<file path="config.mk">
export PLATFORM = sky130hd
export DESIGN_NAME = req_ack_responder
export DESIGN_NICKNAME = d
export VERILOG_FILES = /design/src/rtl/req_ack_responder_pkg.sv /design/src/rtl/req_ack_fifo.sv /design/src/rtl/req_ack_responder.sv
export SDC_FILE = /design/constraint.sdc
export NUM_CORES = 1
export LEC_CHECK = 0
export CORE_MARGIN = 3
export CORE_UTILIZATION = 50
export CTS_BUF_LIST = sky130_fd_sc_hd__clkbuf_16
export DETAILED_ROUTE_END_ITERATION = 12
export PLACE_DENSITY = 0.75
export RECOVER_POWER = 25
export SYNTH_ARGS = -nofsm -noshare
export SYNTH_HDL_FRONTEND = slang
export SYNTH_SLANG_ARGS = --single-unit
</file>
<file path="constraint.sdc">
create_clock -name clk -period 2.49 [get_ports clk]
set_input_delay 0.498 -clock clk [delete_from_list [all_inputs] [get_ports clk]]
set_output_delay 0.498 -clock clk [all_outputs]
set_load 0.005 [all_outputs]
</file>
<file path="src/rtl/req_ack_responder_pkg.sv">
// Shared types and width helpers for the req/ack bus responder.
// FSM state encoding is one-hot so the state register doubles as decoded flags.
package req_ack_responder_pkg;

  typedef enum logic [2:0] {
    IDLE = 3'b001,
    WAIT = 3'b010,
    ACK  = 3'b100
  } state_e;

  localparam int DATA_W_DEF    = 32;
  localparam int DEPTH_DEF     = 4;
  localparam int ACK_DELAY_DEF = 2;

  // Occupancy needs one extra bit so that a completely full queue is representable.
  function automatic int occ_width(input int depth);
    return $clog2(depth) + 1;
  endfunction

endpackage

</file>
<file path="src/rtl/req_ack_fifo.sv">
// Synchronous in-order DEPTH x DATA_W queue with occupancy count.
// A push while full is accepted when a pop retires the head at the same edge.
module req_ack_fifo #(
  parameter int DATA_W = 32,
  parameter int DEPTH  = 4,
  parameter int OCC_W  = $clog2(DEPTH) + 1
) (
  input  logic              clk,
  input  logic              reset,
  input  logic              push_i,
  input  logic [DATA_W-1:0] wdata_i,
  input  logic              pop_i,
  output logic [DATA_W-1:0] rdata_o,
  output logic              full_o,
  output logic              empty_o,
  output logic [OCC_W-1:0]  count_o
);

  localparam int PTR_W = $clog2(DEPTH);

  logic [DATA_W-1:0] mem_q [DEPTH];
  logic [PTR_W-1:0]  wptr_q;
  logic [PTR_W-1:0]  wptr_d;
  logic [PTR_W-1:0]  rptr_q;
  logic [PTR_W-1:0]  rptr_d;
  logic [OCC_W-1:0]  count_q;
  logic [OCC_W-1:0]  count_d;
  logic              push_ok;
  logic              pop_ok;

  // Pointer and occupancy next-state; pointers wrap naturally since DEPTH is a power of two.
  always_comb begin
    pop_ok  = pop_i && (count_q != {OCC_W{1'b0}});
    push_ok = push_i && ((count_q != OCC_W'(DEPTH)) || pop_ok);

    if (push_ok) begin
      wptr_d = wptr_q + PTR_W'(1);
    end else begin
      wptr_d = wptr_q;
    end

    if (pop_ok) begin
      rptr_d = rptr_q + PTR_W'(1);
    end else begin
      rptr_d = rptr_q;
    end

    if (push_ok && !pop_ok) begin
      count_d = count_q + OCC_W'(1);
    end else if (!push_ok && pop_ok) begin
      count_d = count_q - OCC_W'(1);
    end else begin
      count_d = count_q;
    end
  end

  always_ff @(posedge clk) begin
    if (reset) begin
      wptr_q  <= {PTR_W{1'b0}};
      rptr_q  <= {PTR_W{1'b0}};
      count_q <= {OCC_W{1'b0}};
    end else begin
      wptr_q  <= wptr_d;
      rptr_q  <= rptr_d;
      count_q <= count_d;
    end
  end

  // Storage carries no reset: an entry is only ever read after it has been written.
  always_ff @(posedge clk) begin
    if (push_ok) begin
      mem_q[wptr_q] <= wdata_i;
    end
  end

  assign rdata_o = mem_q[rptr_q];
  assign full_o  = (count_q == OCC_W'(DEPTH));
  assign empty_o = (count_q == {OCC_W{1'b0}});
  assign count_o = count_q;

endmodule

</file>
<file path="src/rtl/req_ack_responder.sv">
// Bus-side responder: queues bus_req pulses, acks each after ACK_DELAY, forwards data on valid/ready.
// Define REQ_ACK_RESPONDER_ASSERT_EN to compile in the embedded protocol checks and covers.
module req_ack_responder
  import req_ack_responder_pkg::*;
#(
  parameter int DATA_W    = DATA_W_DEF,
  parameter int DEPTH     = DEPTH_DEF,
  parameter int ACK_DELAY = ACK_DELAY_DEF
) (
  input  logic                        clk,
  input  logic                        reset,
  input  logic                        bus_req,
  input  logic [DATA_W-1:0]           bus_data,
  output logic                        bus_ack,
  output logic                        out_valid,
  input  logic                        out_ready,
  output logic [DATA_W-1:0]           out_data,
  output logic                        overflow,
  output logic [occ_width(DEPTH)-1:0] pending
);

  localparam int OCC_W = occ_width(DEPTH);
  localparam int CNT_W = $clog2(ACK_DELAY + 1);
  localparam logic [CNT_W-1:0] CNT_MAX = CNT_W'(ACK_DELAY);

  state_e            state_q;
  logic [CNT_W-1:0]  cnt_q;
  logic              bus_ack_q;
  logic              out_valid_q;
  logic [DATA_W-1:0] out_data_q;
  logic              overflow_q;

  logic              fifo_full;
  logic              fifo_empty;
  logic [OCC_W-1:0]  fifo_count;
  logic [DATA_W-1:0] fifo_head;

  logic              pop;
  logic              push;
  logic              drop;
  logic              out_free;
  logic              remain;

  always_comb begin
    pop      = (state_q == ACK);
    out_free = !out_valid_q || out_ready;
    push     = bus_req && (!fifo_full || pop);
    drop     = bus_req && fifo_full && !pop;
    remain   = (fifo_count > OCC_W'(1)) || push;
  end

  req_ack_fifo #(
    .DATA_W (DATA_W),
    .DEPTH  (DEPTH),
    .OCC_W  (OCC_W)
  ) u_fifo (
    .clk     (clk),
    .reset   (reset),
    .push_i  (push),
    .wdata_i (bus_data),
    .pop_i   (pop),
    .rdata_o (fifo_head),
    .full_o  (fifo_full),
    .empty_o (fifo_empty),
    .count_o (fifo_count)
  );

  // IDLE reacts to the push edge itself so the first ack lands ACK_DELAY+2 cycles after the request.
  always_ff @(posedge clk) begin
    if (reset) begin
      state_q   <= IDLE;
      cnt_q     <= {CNT_W{1'b0}};
      bus_ack_q <= 1'b0;
    end else begin
      bus_ack_q <= 1'b0;
      case (state_q)
        IDLE: begin
          if (push || !fifo_empty) begin
            state_q <= WAIT;
            cnt_q   <= {CNT_W{1'b0}};
          end else begin
            state_q <= IDLE;
          end
        end
        WAIT: begin
          if ((cnt_q == CNT_MAX) && out_free) begin
            state_q   <= ACK;
            bus_ack_q <= 1'b1;
          end else if (cnt_q != CNT_MAX) begin
            cnt_q <= cnt_q + CNT_W'(1);
          end else begin
            state_q <= WAIT;
          end
        end
        ACK: begin
          cnt_q <= {CNT_W{1'b0}};
          if (remain) begin
            state_q <= WAIT;
          end else begin
            state_q <= IDLE;
          end
        end
        default: begin
          state_q <= IDLE;
          cnt_q   <= {CNT_W{1'b0}};
        end
      endcase
    end
  end

  // Output register: a pop always wins, otherwise a completed handshake empties it.
  always_ff @(posedge clk) begin
    if (reset) begin
      out_valid_q <= 1'b0;
      out_data_q  <= {DATA_W{1'b0}};
    end else if (pop) begin
      out_valid_q <= 1'b1;
      out_data_q  <= fifo_head;
    end else if (out_valid_q && out_ready) begin
      out_valid_q <= 1'b0;
    end
  end

  always_ff @(posedge clk) begin
    if (reset) begin
      overflow_q <= 1'b0;
    end else if (drop) begin
      overflow_q <= 1'b1;
    end
  end

  assign bus_ack   = bus_ack_q;
  assign out_valid = out_valid_q;
  assign out_data  = out_data_q;
  assign overflow  = overflow_q;
  assign pending   = fifo_count;

`ifdef REQ_ACK_RESPONDER_ASSERT_EN
  a_no_drop: assert property (@(posedge clk) disable iff (reset) !drop)
    else $error("req_ack_responder: request dropped, queue full");
  a_ack_has_entry: assert property (@(posedge clk) disable iff (reset)
    !(bus_ack_q && (fifo_count == {OCC_W{1'b0}})))
    else $error("req_ack_responder: bus_ack with empty queue");
  a_ack_single: assert property (@(posedge clk) disable iff (reset) bus_ack_q |=> !bus_ack_q)
    else $error("req_ack_responder: bus_ack high two cycles in a row");
  a_state_onehot: assert property (@(posedge clk) disable iff (reset) $onehot(state_q))
    else $error("req_ack_responder: FSM state not one-hot");
  c_queue_full: cover property (@(posedge clk) disable iff (reset) fifo_full);
  c_output_stall: cover property (@(posedge clk) disable iff (reset) out_valid_q && !out_ready);
`endif

endmodule

</file>
==> results of run 1 <==
sequential cells by signal, indices dropped and copies added, names as in the netlist, 2 cells and up:
register / cells
cnt_q: 2
out_data: 32
state_q: 3
u_fifo.count_o: 3
u_fifo.mem_q: 128
u_fifo.rptr_q: 2
u_fifo.wptr_q: 2
where the power goes:
part	internal [mW]	total, mW	switching (mW)	leakage [nW]
sequential	3.30	3.37	0.0681	1.55
clock	1.35	2.37	1.02	0.264
combinational	0.230	0.467	0.237	0.830
total	4.87	6.20	1.33	2.65
final timing paths:
check | startpoint | cells past startpoint | endpoint
worst min register to register | overflow$_SDFFE_PP0P_ | 2 | overflow$_SDFFE_PP0P_
worst min-delay path | overflow$_SDFFE_PP0P_ | 2 | overflow$_SDFFE_PP0P_
worst max-delay path | u_fifo.count_o[0]$_SDFFE_PP0P_ | 7 | u_fifo.count_o[2]$_SDFFE_PP0P_
worst max register to register | u_fifo.count_o[0]$_SDFFE_PP0P_ | 7 | u_fifo.count_o[2]$_SDFFE_PP0P_
kinds of logic (layout without fill, tap and decap cells):
| family | count (synthesis) | after routing | share of synthesized area |
|---|---|---|---|
| simple gates | 33 | 33 | 0.0285 |
| compound gates | 51 | 51 | 0.0666 |
| xor+xnor | 3 | 3 | 0.00410 |
| buf+inv | 25 | 125 | 0.0162 |
| mux | 36 | 36 | 0.119 |
| flops | 175 | 175 | 0.746 |
| fa+ha+maj | 10 | 10 | 0.0195 |
through the flow:
stage / util / instances / area [um^2] / hold WS, ns / power (mW)
floorplan: - / 333 / 6410 / 0.452 / 3.68
global placement: 0.608 / 569 / 7450 / 0.460 / 3.88
detailed placement: 0.608 / 569 / 7450 / 0.464 / 3.91
CTS: 0.651 / 601 / 7980 / 0.478 / 6.26
global route: 0.651 / 601 / 7980 / 0.491 / 6.42
finish: 0.651 / 601 / 7980 / 0.472 / 6.20
layer usage:
metal / track usage / part of all wire / vias to the layer above
li1: - / - / 1513
met1: 0.225 / 0.43 / 1680
met2: 0.290 / 0.50 / 92
met3: 0.0608 / 0.060 / 14
met4: 0.0565 / 0.010 / 2
met5: 0 / 0.0011 / -
cell usage after synthesis (4+ instances only):
cell	instances
nor2_1	10
inv_1	8
a21oi_1	4
mux4_2	32
a22o_1	32
ha_1	10
buf_2	8
and2_1	4
edfxtp_1	128
clkbuf_1	9
dfxtp_1	47
area by class of cell:
class | count | share of cell area
clock inverters | 15 | 0.0129
multi-input cells | 133 | 0.193
inverters | 8 | 0.00376
clock buffers | 17 | 0.0533
repair buffers | 85 | 0.111
well taps | 168 | 0.0263
flip-flops and latches | 175 | 0.600
worst reg2reg max path, delay by kind of cell (launching register included):
kind | cells | cell delay [ns]
adders and majority gates | 2 | 0.68
DFF | 1 | 0.45
buffers and inverters | 1 | 0.11
AOI/OAI and AO/OA | 1 | 0.16
and+or+nand+nor | 3 | 0.74
==> metrics.md, run 1 <==
| Metric | Value |
|---|---|
| Final hold vios | `0` |
| Post-layout min period | `roughly 2.2 ns` |
| Final setup TNS | `0 ns` |
| CTS Buffer Depth | `2` |
| Area of the multi-input gates | `1540 um^2` |
| Core area | `12,300 um^2` |
| Syn Area/Cell | `approximately 19 um^2` |
| Dpl ws | `0.213 ns` |
| Worst vdd ir | `643 uV` |
| IO Count | `74` |
| Clock transition at path regs | `about 0.060 ns` |
| Drt via density | `between 5 and 6` |
| CP peak stage delay | `roughly 0.45 ns` |
| Wire length after detailed routing | `roughly 12,000 um` |
| Area grow syn2layout | `24.5%` |
| Drt drc | `0` |
| Crit-path cells | `inv_1 -> ha_1 -> nor2b_1 -> nand2b_1 -> ha_1 -> or3_1 -> a21oi_1` |
| Top delay family on crit path | `simple AND/OR/NAND/NOR gates` |
| Root buf cell | `clkbuf_16` |
| Synth area leaders | `edfxtp_1, dfxtp_1, mux4_2` |
| Antenna cell count | `0` |
| Routed Antenna Nets | `0` |
| Post-CTS Resized | `0` |
| Max-slew headroom | `0.366` |
| First-pass iteration count of the detailed router | `5` |
| RSZ-0062 raised after global routing | `no` |
| Final period util | `0.884` |
| Pin count of the biggest net entering global routing | `35` |
| Clk sinks | `approximately 180` |
| Power density cells | `777 nW/um^2` |
| Most frequent cells in the layout | `edfxtp_1, clkdlybuf4s50_1, dfxtp_1` |
| Area leader, netlist | `edfxtp_1` |
| Count of input and output buffers | `73` |
| Mapped Nets | `roughly 380` |
| CTS tree | `yes` |
| CP Capture Type | `flip-flop` |
| Detailed Route Iter0 Violations | `~240` |
| PnR worst setup slack | `between 0.2 and 0.3 ns` |
| Most frequent CP cell | `ha_1` |
| Min-Delay Path Class | `flip-flop to flip-flop` |
| Clk_skew | `about 0.0095 ns` |
| CTS Hold Buffers Added | `0` |
| Sequential area share after synthesis | `0.746` |
| Least-Margin Pin Slew | `approximately 0.95 ns` |
| Status | `finished, final reports clean` |
| #FFs+latches synth | `roughly 180` |
| Die Span Y | `around 120 um` |
| WP buf/inv | `1` |
| Antenna violations before repair | `1` |
| Initial Util | `0.523` |
| Slew Limit Fails | `0` |
| Vias in the first global route | `approximately 3,500` |
| Setup CP Type | `flip-flop to flip-flop` |
| Top cell type's share of synthesized area | `0.600` |
| Overflow after GRT | `0` |
| First-pass GRT wire length | `18,900 um` |
| DR WL/cell | `approximately 20 um` |
| Yosys cell types | `36` |
| GP Congestion | `~0.72` |
| Syn Inst Count | `approximately 330` |
| Row count | `40` |
| Register area | `~4800 um^2` |
| Worst R2R Setup Slack | `0.29 ns` |
| Global Route Usage Sum | `0.178` |
| Worst Setup Start Kind | `flip-flop` |
| Die ar. | `approximately 14,000 um^2` |
| Post-synth EDFFs | `about 130` |
| Post CTS Setup Buffer Count | `0` |
| Crit path DAT | `2.55 ns` |
| DIE WIDTH | `119 um` |
| Inserted Clock Buffers | `17` |
| Peak Freq | `between 0.4 and 0.5 GHz` |
| Via count | `between 3,000 and 4,000` |
| Worst Path Required | `2.84 ns` |
| Crit-path slowest cell | `dfxtp_1` |
| Share of post-route cells with drive strength above 1 | `0.194` |
| DP Wirelength | `7320 um` |
| Syn. warnings | `0` |
| Final setup fails | `0` |
| Most common cell after layout, fill and taps aside | `edfxtp_1` |
| Synth async-reset ratio | `0` |
| Max-cap violations | `0` |
| Fin nets | `466` |
| Leakage power | `between 2 and 3 nW` |
| Cell area after synthesis | `roughly 6400 um^2` |
| FILL cells | `around 870` |
| Clock Latency Late Sink | `around 0.42 ns` |
| H-tree levels | `4` |
| Primary FF master, synth | `edfxtp_1` |
| CP max FO | `6` |
No activity file was read; power rests on OpenSTA's default activity.
==> run 2: changes to the inputs <==
--- a/config.mk
+++ b/config.mk
@@ -5,7 +5,7 @@
 export SDC_FILE = /design/constraint.sdc
 export NUM_CORES = 1
 export LEC_CHECK = 0
-export CORE_MARGIN = 3
+export CORE_MARGIN = 4
 export CORE_UTILIZATION = 50
 export CTS_BUF_LIST = sky130_fd_sc_hd__clkbuf_16
 export DETAILED_ROUTE_END_ITERATION = 12
==> run 2 against run 1 <==
Net effect: count of clock-buffer cells in the layout stayed put; worst hold slack hardly changed; clock skew is 0.0013 ns lower; highest routed layer is now met4; clock power is 16% higher; sequential cell count stayed put.
==> metrics.md, run 2 (synthesis results as in run 1) <==
| Metric | Value |
|---|---|
| DR WL/cell | `between 15 and 20 um` |
| Clock Latency Late Sink | `0.42 ns` |
| Antenna violations before repair | `1` |
| Initial Util | `0.510` |
| DP Wirelength | `7530 um` |
| Overflow after GRT | `0` |
| Die ar. | `roughly 15,000 um^2` |
| Final setup fails | `0` |
| Detailed Route Iter0 Violations | `210` |
| First-pass GRT wire length | `between 15,000 and 20,000 um` |
| Post CTS Setup Buffer Count | `0` |
| Worst vdd ir | `539 uV` |
| Clk_skew | `about 0.008 ns` |
| CTS Buffer Depth | `2` |
| Slew Limit Fails | `0` |
| Global Route Usage Sum | `0.179` |
| Routed Antenna Nets | `0` |
| Leakage power | `2.70 nW` |
| Peak Freq | `0.464 GHz` |
| Core area | `12,600 um^2` |
| Tot Pwr | `roughly 6.6 mW` |
| Max-cap violations | `0` |
| Setup CP Type | `flip-flop to flip-flop` |
| IO Count | `74` |
| Drt via density | `approximately 5.5` |
| Clk sinks | `175` |
| Inserted Clock Buffers | `17` |
| Max-slew headroom | `0.385` |
| Fin nets | `approximately 470` |
| CTS tree | `yes` |
| Most frequent cells in the layout | `edfxtp_1, clkdlybuf4s50_1, dfxtp_1` |
| DIE WIDTH | `between 100 and 150 um` |
| CP max FO | `6` |
| Die Span Y | `approximately 120 um` |
| Power density cells | `~800 nW/um^2` |
| Crit path DAT | `~2.5 ns` |
| Share of post-route cells with drive strength above 1 | `0.200` |
| Final hold vios | `0` |
| RSZ-0062 raised after global routing | `no` |
| Wire length after detailed routing | `roughly 12,000 um` |
| Final period util | `0.865` |
| Least-Margin Pin Slew | `between 0.9 and 1 ns` |
| H-tree levels | `4` |
| CP Capture Type | `flip-flop` |
| GP Congestion | `approximately 0.72` |
| Area grow syn2layout | `26.6%` |
| FILL cells | `861` |
| Min-Delay Path Class | `flip-flop to flip-flop` |
| Final setup TNS | `0 ns` |
| Row count | `between 40 and 50` |
| Clock transition at path regs | `0.06 ns` |
| Final core utilization | `0.646` |
| Vias in the first global route | `~3,600` |
| Worst Path Required | `between 2 and 3 ns` |
| Root buf cell | `clkbuf_16` |
| Worst Setup Start Kind | `flip-flop` |
| Most common cell after layout, fill and taps aside | `edfxtp_1` |
| Pin count of the biggest net entering global routing | `35` |
| CTS Hold Buffers Added | `0` |
| Count of input and output buffers | `73` |
| First-pass iteration count of the detailed router | `4` |
| Post-layout min period | `~2.2 ns` |
| Drt drc | `0` |
| Via count | `3,338` |
| Reg with most FFs | `u_fifo.mem_q` |
| Post-CTS Resized | `0` |
| Status | `finished, final reports clean` |
| Max reg flops | `128` |
## run 2: final timing paths
check	slack [ns]	endpoint	startpoint	cells past startpoint
worst max-delay path	0.34	u_fifo.count_o[2]$_SDFFE_PP0P_	u_fifo.count_o[0]$_SDFFE_PP0P_	7
worst min-delay path	0.47	overflow$_SDFFE_PP0P_	overflow$_SDFFE_PP0P_	2
worst max register to register	0.34	u_fifo.count_o[2]$_SDFFE_PP0P_	u_fifo.count_o[0]$_SDFFE_PP0P_	7
worst min register to register	0.47	overflow$_SDFFE_PP0P_	overflow$_SDFFE_PP0P_	2
## run 2: critical path, cell delays in order, from the launching register on
cell and delay [ns]:
dfxtp_1 0.44, inv_1 0.10, ha_1 0.30, nor2b_1 0.21, nand2b_1 0.18, ha_1 0.36, or3_1 0.37, a21oi_1 0.14
## run 2: stage by stage
step	cell area [um^2]	cells	hold WS [ns]	setup slack (ns)
2_1_floorplan	6410	333	0.452	0.120
3_3_place_gp	7500	575	0.460	0.295
3_5_place_dp	7500	575	0.463	0.268
4_1_cts	8120	607	0.477	0.336
5_1_grt	8120	608	0.499	0.152
6_report	8120	608	0.472	0.335
## run 2: layout make-up
class | count | area [um^2] | area share
diodes | 1 | 2.50 | 0.000308
clock buffers | 17 | 425 | 0.0524
clock inverters | 15 | 193 | 0.0237
inverters | 8 | 30.0 | 0.00370
multi-input cells | 133 | 1540 | 0.190
flip-flops and latches | 175 | 4790 | 0.590
well taps | 172 | 215 | 0.0265
repair buffers | 87 | 923 | 0.114
## run 2: power breakdown
| group | switching, mW | internal [mW] | leakage, nW |
|---|---|---|---|
| sequential | 0.0661 | 3.30 | 1.55 |
| combinational | 0.248 | 0.242 | 0.847 |
| clock | 1.07 | 1.67 | 0.295 |
| total | 1.38 | 5.21 | 2.70 |
## run 2: layer usage
layer / vias up / share of wire / GRT usage
met5: - / 0 / 0
met4: 0 / 0.019 / 0.0721
met3: 21 / 0.062 / 0.0494
met2: 98 / 0.50 / 0.282
met1: 1695 / 0.42 / 0.238
li1: 1524 / - / -
==> run 3: changes to the inputs <==
--- a/config.mk
+++ b/config.mk
@@ -9,6 +9,7 @@
 export CORE_UTILIZATION = 50
 export CTS_BUF_LIST = sky130_fd_sc_hd__clkbuf_16
 export DETAILED_ROUTE_END_ITERATION = 12
+export HOLD_SLACK_MARGIN = 0.12
 export PLACE_DENSITY = 0.75
 export RECOVER_POWER = 25
 export SYNTH_ARGS = -nofsm -noshare
==> results of run 3 <==
The final DEF is identical to that of run 2; final timing and power are the same.
